**config.mk**
```make
export PLATFORM = sky130hd
export DESIGN_NAME = settle_timer
export DESIGN_NICKNAME = d
export VERILOG_FILES = /design/src/rtl/gate_checker_pkg.sv /design/src/rtl/gate_checker_settle_timer.sv
export SDC_FILE = /design/constraint.sdc
export NUM_CORES = 1
export LEC_CHECK = 0
export CAP_MARGIN = 20
export CORE_AREA = 2 2 39 41
export DETAILED_ROUTE_END_ITERATION = 6
export DIE_AREA = 0 0 41 43
export GPL_TIMING_DRIVEN = 0
export PLACE_DENSITY_LB_ADDON = 0.25
export SYNTH_ARGS = -nofsm -noshare
export SYNTH_HDL_FRONTEND = slang
export SYNTH_SLANG_ARGS = --single-unit
```
**constraint.sdc**
```tcl
create_clock -name clk -period 1.85 [get_ports clk]
set_input_delay 0.185 -clock clk [delete_from_list [all_inputs] [get_ports clk]]
set_output_delay 0.185 -clock clk [all_outputs]
set_load 0.03 [all_outputs]
```
**src/rtl/gate_checker_pkg.sv**
```systemverilog
// Shared definitions for the gate checker:
// FSM state encodings, vector count and counter widths.
package gate_checker_pkg;

    typedef enum logic [2:0] {
        IDLE   = 3'd0,
        APPLY  = 3'd1,
        SETTLE = 3'd2,
        CHECK  = 3'd3,
        DONE   = 3'd4
    } state_t;

    localparam int NUM_VEC = 4;
    localparam int IDX_W   = 2;
    localparam int CNT_W   = 4;

    localparam logic [IDX_W-1:0] LAST_IDX = IDX_W'(NUM_VEC - 1);

endpackage

```
**src/rtl/gate_checker_settle_timer.sv**
```systemverilog
// Settle down-counter: loads a start value, counts
// down to zero and holds there, flagging zero.
module settle_timer
    import gate_checker_pkg::*;
(
    input  logic             clk,
    input  logic             rst_n,
    input  logic             i_load,
    input  logic [CNT_W-1:0] i_load_val,
    output logic             o_zero
);

    logic [CNT_W-1:0] r_cnt;

    // Load on request, otherwise count down and stop at zero
    always_ff @(posedge clk) begin
        if (!rst_n) begin
            r_cnt <= '0;
        end else if (i_load) begin
            r_cnt <= i_load_val;
        end else if (r_cnt != '0) begin
            r_cnt <= r_cnt - CNT_W'(1);
        end
    end

    assign o_zero = (r_cnt == '0);

endmodule

```
==> run_results.csv, run 1 <==
group,metric,value,unit
sta,fin_crit_sh,93.1,%
cells_and_area,drive_above_1_share,21.2,%
die,start_util,16.6,%
sta,maxSlewViolCount,0,
routing,drtIter0Drc,1,
global_route,grt_pass1_vias,203,
cells_and_area,area_growth,48.4,%
sta,rsz0062_at_grt,"false",
global_route,grt.total_usage,7.93,%
clock_tree,clk_pin_slew,0.04,ns
global_route,grt_first_pass_wirelength,814,µm
setup_path,cp-start-kind,"flip-flop",
cells_and_area,largest-register,"r_cnt",
cells_and_area,largest_register_ffs,4,
cells_and_area,reg.largest.list,"r_cnt (4)",
die,fp.dieW,41,µm
global_route,grt_overflow,0,
die,die_area,1760,µm²
routing,drt-total-wl,425,µm
global_route,antenna_found_initial,0,
sta,max_slew.worst_pin.slew,0.294,ns
yosys,syn_avg_cell_area,10.0,µm²
clock_tree,insertion_delay,0.23,ns
yosys,syn_area,230,µm²
yosys,synth.distinct_cells,15,
cells_and_area,final_common_cell,"clkdlybuf4s50_1",
power_and_ir_drop,total_power,0.314,mW
sta,clock_skew,0.00320,ns
power_and_ir_drop,ir_worst_vdd,295,µV
placed_design,portBuffers,7,
yosys,yosysWarnings,0,
routing,vias_per_cell,3.90,
placed_design,place_inst,46,
sta,whs,0.518,ns
die,io_pins,8,
clock_tree,cts_tree,"done",
cells_and_area,antenna_cells,0,
min_path,worstHoldPathType,"in2reg",
die,die-height,43,µm
yosys,ys_seq_area_share,34.8,%
clock_tree,numCtsBuffers,3,
sta,period_needed,1.72,ns
placed_design,dp_hpwl,335,µm
job,max_cap_violations,0,
yosys,postSynthCellCount,23,
routing,ant_nets,0,
setup_path,crit_path_end_kind,"output port",
clock_tree,cts_max_level,1,
routing,first_pass_iters,2,
clock_tree,clk_root_buffer_cell,"clkbuf_4",
cells_and_area,layout_common_cells,"clkdlybuf4s50_1 (6), dfxtp_1 (4), nand3_1 (3), clkbuf_4 (3)",
setup_path,arrival,1.54,ns
routing,route.detailed.drc,0,
clock_tree,clock_path_buffers,2,
outcome,outcome,"finished clean",
setup_path,path_class,"reg2out",
placed_design,gp_congestion,0.711,
routing,route.vias.total,191,
sta,hold_viol_final,0,
yosys,synth_nets,31,
clock_tree,cts.sinks,4,
setup_path,required,1.66,ns
power_and_ir_drop,p_leak,0.136,nW
cells_and_area,post-route-util,24.7,%
power_and_ir_drop,p_per_area,920,nW/µm²
die,core_area,1380,µm²
yosys,ys_ff_latch,4,
global_route,grt_max_degree,7,
routing,wl_per_cell,8.67,µm
sta,slew_headroom,80.5,%
sta,fmaxAchievable,581,MHz
setup_path,cp_max_fo,4,
clock_tree,cts_hold_repair.buffers,0,
die,rows,14,
sta,tns,0,ns
cells_and_area,fillCellCount,148,
cells_and_area,nets,43,
sta,setup_viol,0,
cells_and_area,layout.cells.non_filler,49,
==> kinds of logic after synthesis <==
family	after synthesis	share of synthesized area, %
compound gates	4	13.6
xor+xnor	2	7.61
buf+inv	2	3.26
fa+ha+maj	1	5.43
mux	2	9.24
simple gates	8	26.1
flops	4	34.8
==> through the flow <==
stage	instance area (µm²)	worst slack (ns)
6_report	342	0.129
5_1_grt	342	0.00230
4_1_cts	342	0.115
3_5_place_dp	320	0.0777
3_3_place_gp	320	0.0976
2_1_floorplan	230	0.314
==> power by group <==
group	switching [mW]	internal (mW)	total [mW]
Sequential	0.0105	0.0975	0.108
Combinational	0.0452	0.0548	0.100
Clock	0.0340	0.0725	0.106
==> worst max-delay path, stage by stage, from the launching register on <==
cell           delay, ns
dfxtp_1             0.31
inv_1               0.08
ha_1                0.19
nor3b_4             0.28
dlygate4sd2_1       0.43
==> cell usage after synthesis (all sizes together) <==
cell type  count  share of area [%]
mux2i          1                4.3
nand2b         2                5.4
nor3b          1                8.2
nand3          3                6.5
o21ai          2                6.0
nor3           1                4.3
nand2          1                1.6
dfxtp          4                 35
xnor2          2                7.6
mux2           1                4.9
o211a          1                4.3
inv            2                3.3
o31ai          1                3.3
ha             1                5.4
==> area by class of cell <==
cell class	instances	area (µm²)	share of cell area (%)
Clock buffer	3	22.5	6.59
Inverter	2	7.51	2.20
Multi-Input combinational cell	17	143	41.8
Sequential cell	4	80.1	23.4
Tap cell	16	20.0	5.86
Timing Repair Buffer	7	68.8	20.1
==> worst paths after layout <==
kind,from,end,slack [ns],cells past startpoint
worst max-delay path,r_cnt[0]$_SDFFE_PN0P_,o_zero,0.13,4
worst min register to register,r_cnt[0]$_SDFFE_PN0P_,r_cnt[0]$_SDFFE_PN0P_,0.61,3
worst min-delay path,i_load_val[1],r_cnt[1]$_SDFFE_PN0P_,0.52,3
worst max register to register,r_cnt[0]$_SDFFE_PN0P_,r_cnt[1]$_SDFFE_PN0P_,0.44,5
==> per-layer routing <==
layer / GRT usage (%) / wire length, µm / up-vias
met4: 12.0 / 0 / 0
met2: 7.50 / 184 / 6
li1: - / - / 103
met1: 9.97 / 220 / 82
met5: 0 / 0 / -
met3: 3.14 / 20 / 0
==> repair_timing <==
item | 4_1_cts | 5_1_grt
hold endpoints to repair | 0 | 0
resized for setup | 1 | 0
endpoints found under the setup margin | 1 | 0
buffers inserted | 0 | 0
Power figures use the tool's default switching activity.
==> run 2, diff against run 1 <==
- DONT_BUFFER_PORTS: unset -> 1
- SLEW_MARGIN: unset -> 5
==> run_results.csv, run 2 (synthesized netlist as in run 1, its figures left out) <==
group,metric,value,unit
outcome,outcome,"finished clean",
power_and_ir_drop,ir_worst_vdd,238,µV
cells_and_area,layout.cells.non_filler,42,
setup_path,startpoint,"r_cnt[0]$_SDFFE_PN0P_",
setup_path,crit_path_end_kind,"flip-flop",
global_route,grt_pass1_vias,222,
cells_and_area,fillCellCount,153,
setup_path,path_class,"reg2reg",
clock_tree,cts.sinks,4,
routing,vias_per_cell,4.10,
global_route,grt_overflow,0,
die,rows,14,
routing,route.detailed.drc,0,
cells_and_area,post-route-util,19.7,%
placed_design,placed_area,250,µm²
placed_design,place_ws,0.171,ns
setup_path,required,2.02,ns
global_route,grt_first_pass_wirelength,800,µm
cells_and_area,largest_register_ffs,4,
placed_design,gp_congestion,0.669,
sta,max_slew.worst_pin.slew,0.523,ns
cells_and_area,reg.largest.list,"r_cnt (4)",
placed_design,place_inst,39,
setup_path,r2r-start,"r_cnt[0]$_SDFFE_PN0P_",
global_route,grt_max_degree,7,
sta,whs,0.0898,ns
cells_and_area,antenna_cells,0,
clock_tree,cts_tree,"done",
cells_and_area,final_area,273,µm²
sta,fmaxAchievable,599,MHz
job,max_cap_violations,0,
cells_and_area,area_growth,18.5,%
setup_path,arrival,1.84,ns
placed_design,portBuffers,0,
routing,ant_nets,0,
cells_and_area,final_common_cell,"dfxtp_1",
min_path,hold_start,"rst_n",
clock_tree,insertion_delay,0.23,ns
clock_tree,clk_pin_slew,0.03,ns
cells_and_area,regArea,80.1,µm²
routing,wl_per_cell,10.6,µm
global_route,grt.total_usage,7.31,%
routing,route.vias.total,172,
die,core_area,1380,µm²
sta,maxSlewViolCount,0,
clock_tree,clk_root_buffer_cell,"clkbuf_4",
sta,slew_headroom,65.1,%
global_route,antenna_found_initial,0,
sta,clock_skew,0.000214,ns
cells_and_area,multi_input_area,143,µm²
cells_and_area,layout_common_cells,"dfxtp_1 (4), nand3_1 (3), clkbuf_4 (3)",
min_path,worstHoldPathType,"in2reg",
setup_path,cp-start-kind,"flip-flop",
power_and_ir_drop,total_power,0.293,mW
clock_tree,post_cts.repair.setup_buffers,0,
routing,drt-total-wl,444,µm
clock_tree,clock_path_buffers,2,
die,io_pins,8,
cells_and_area,largest-register,"r_cnt",
sta,setup_slack,0.180,ns
die,fp.dieW,41,µm
clock_tree,cts_resized,0,
sta,hold_viol_final,0,
routing,first_pass_iters,2,
clock_tree,numCtsBuffers,3,
die,die_area,1760,µm²
die,die-height,43,µm
power_and_ir_drop,p_per_area,1080,nW/µm²
power_and_ir_drop,p_leak,0.107,nW
setup_path,cp_max_fo,4,
sta,tns,0,ns
sta,setup_viol,0,
cells_and_area,drive_above_1_share,26.9,%
sta,rsz0062_at_grt,"false",
routing,drtIter0Drc,3,
cells_and_area,nets,36,
clock_tree,cts_max_level,1,
die,start_util,16.6,%
sta,fin_crit_sh,90.3,%
clock_tree,cts_hold_repair.buffers,0,
sta,period_needed,1.67,ns
run 2: changes by cell type in the layout (fill, tap and decap cells not counted):
cell             previous run  this run
clkdlybuf4s50_1             6         0
dlygate4sd2_1               1         0
run 2: layer usage:
layer,vias up,GRT usage [%],routed length (µm)
li1,88,-,-
met1,78,6.39,149
met2,6,10.3,251
met3,0,2.62,43
met4,0,10.0,0
met5,-,0,0
run 2: final cells by class:
class	instances	area share (%)
Multi-Input combinational cell	17	52.3
Sequential cell	4	29.4
Clock buffer	3	8.26
Tap cell	16	7.34
Inverter	2	2.75
run 2: where the power goes:
group | internal (mW) | total [mW] | switching (mW)
Combinational | 0.0402 | 0.0811 | 0.0409
Sequential | 0.0976 | 0.108 | 0.0107
Clock | 0.0723 | 0.104 | 0.0317
run 2: worst paths after layout:
kind	endpoint	slack (ns)	depth (start not counted)
worst max-delay path	r_cnt[1]$_SDFFE_PN0P_	0.18	5
worst min-delay path	r_cnt[2]$_SDFFE_PN0P_	0.09	1
worst max register to register	r_cnt[1]$_SDFFE_PN0P_	0.18	5
worst min register to register	r_cnt[1]$_SDFFE_PN0P_	0.62	3
run 2: critical path: stages (launching register included):
cell and delay (ns):
dfxtp_1 0.31, inv_1 0.09, ha_1 0.21, nor3b_4 0.50
mux2_2 0.40, o21ai_2 0.10
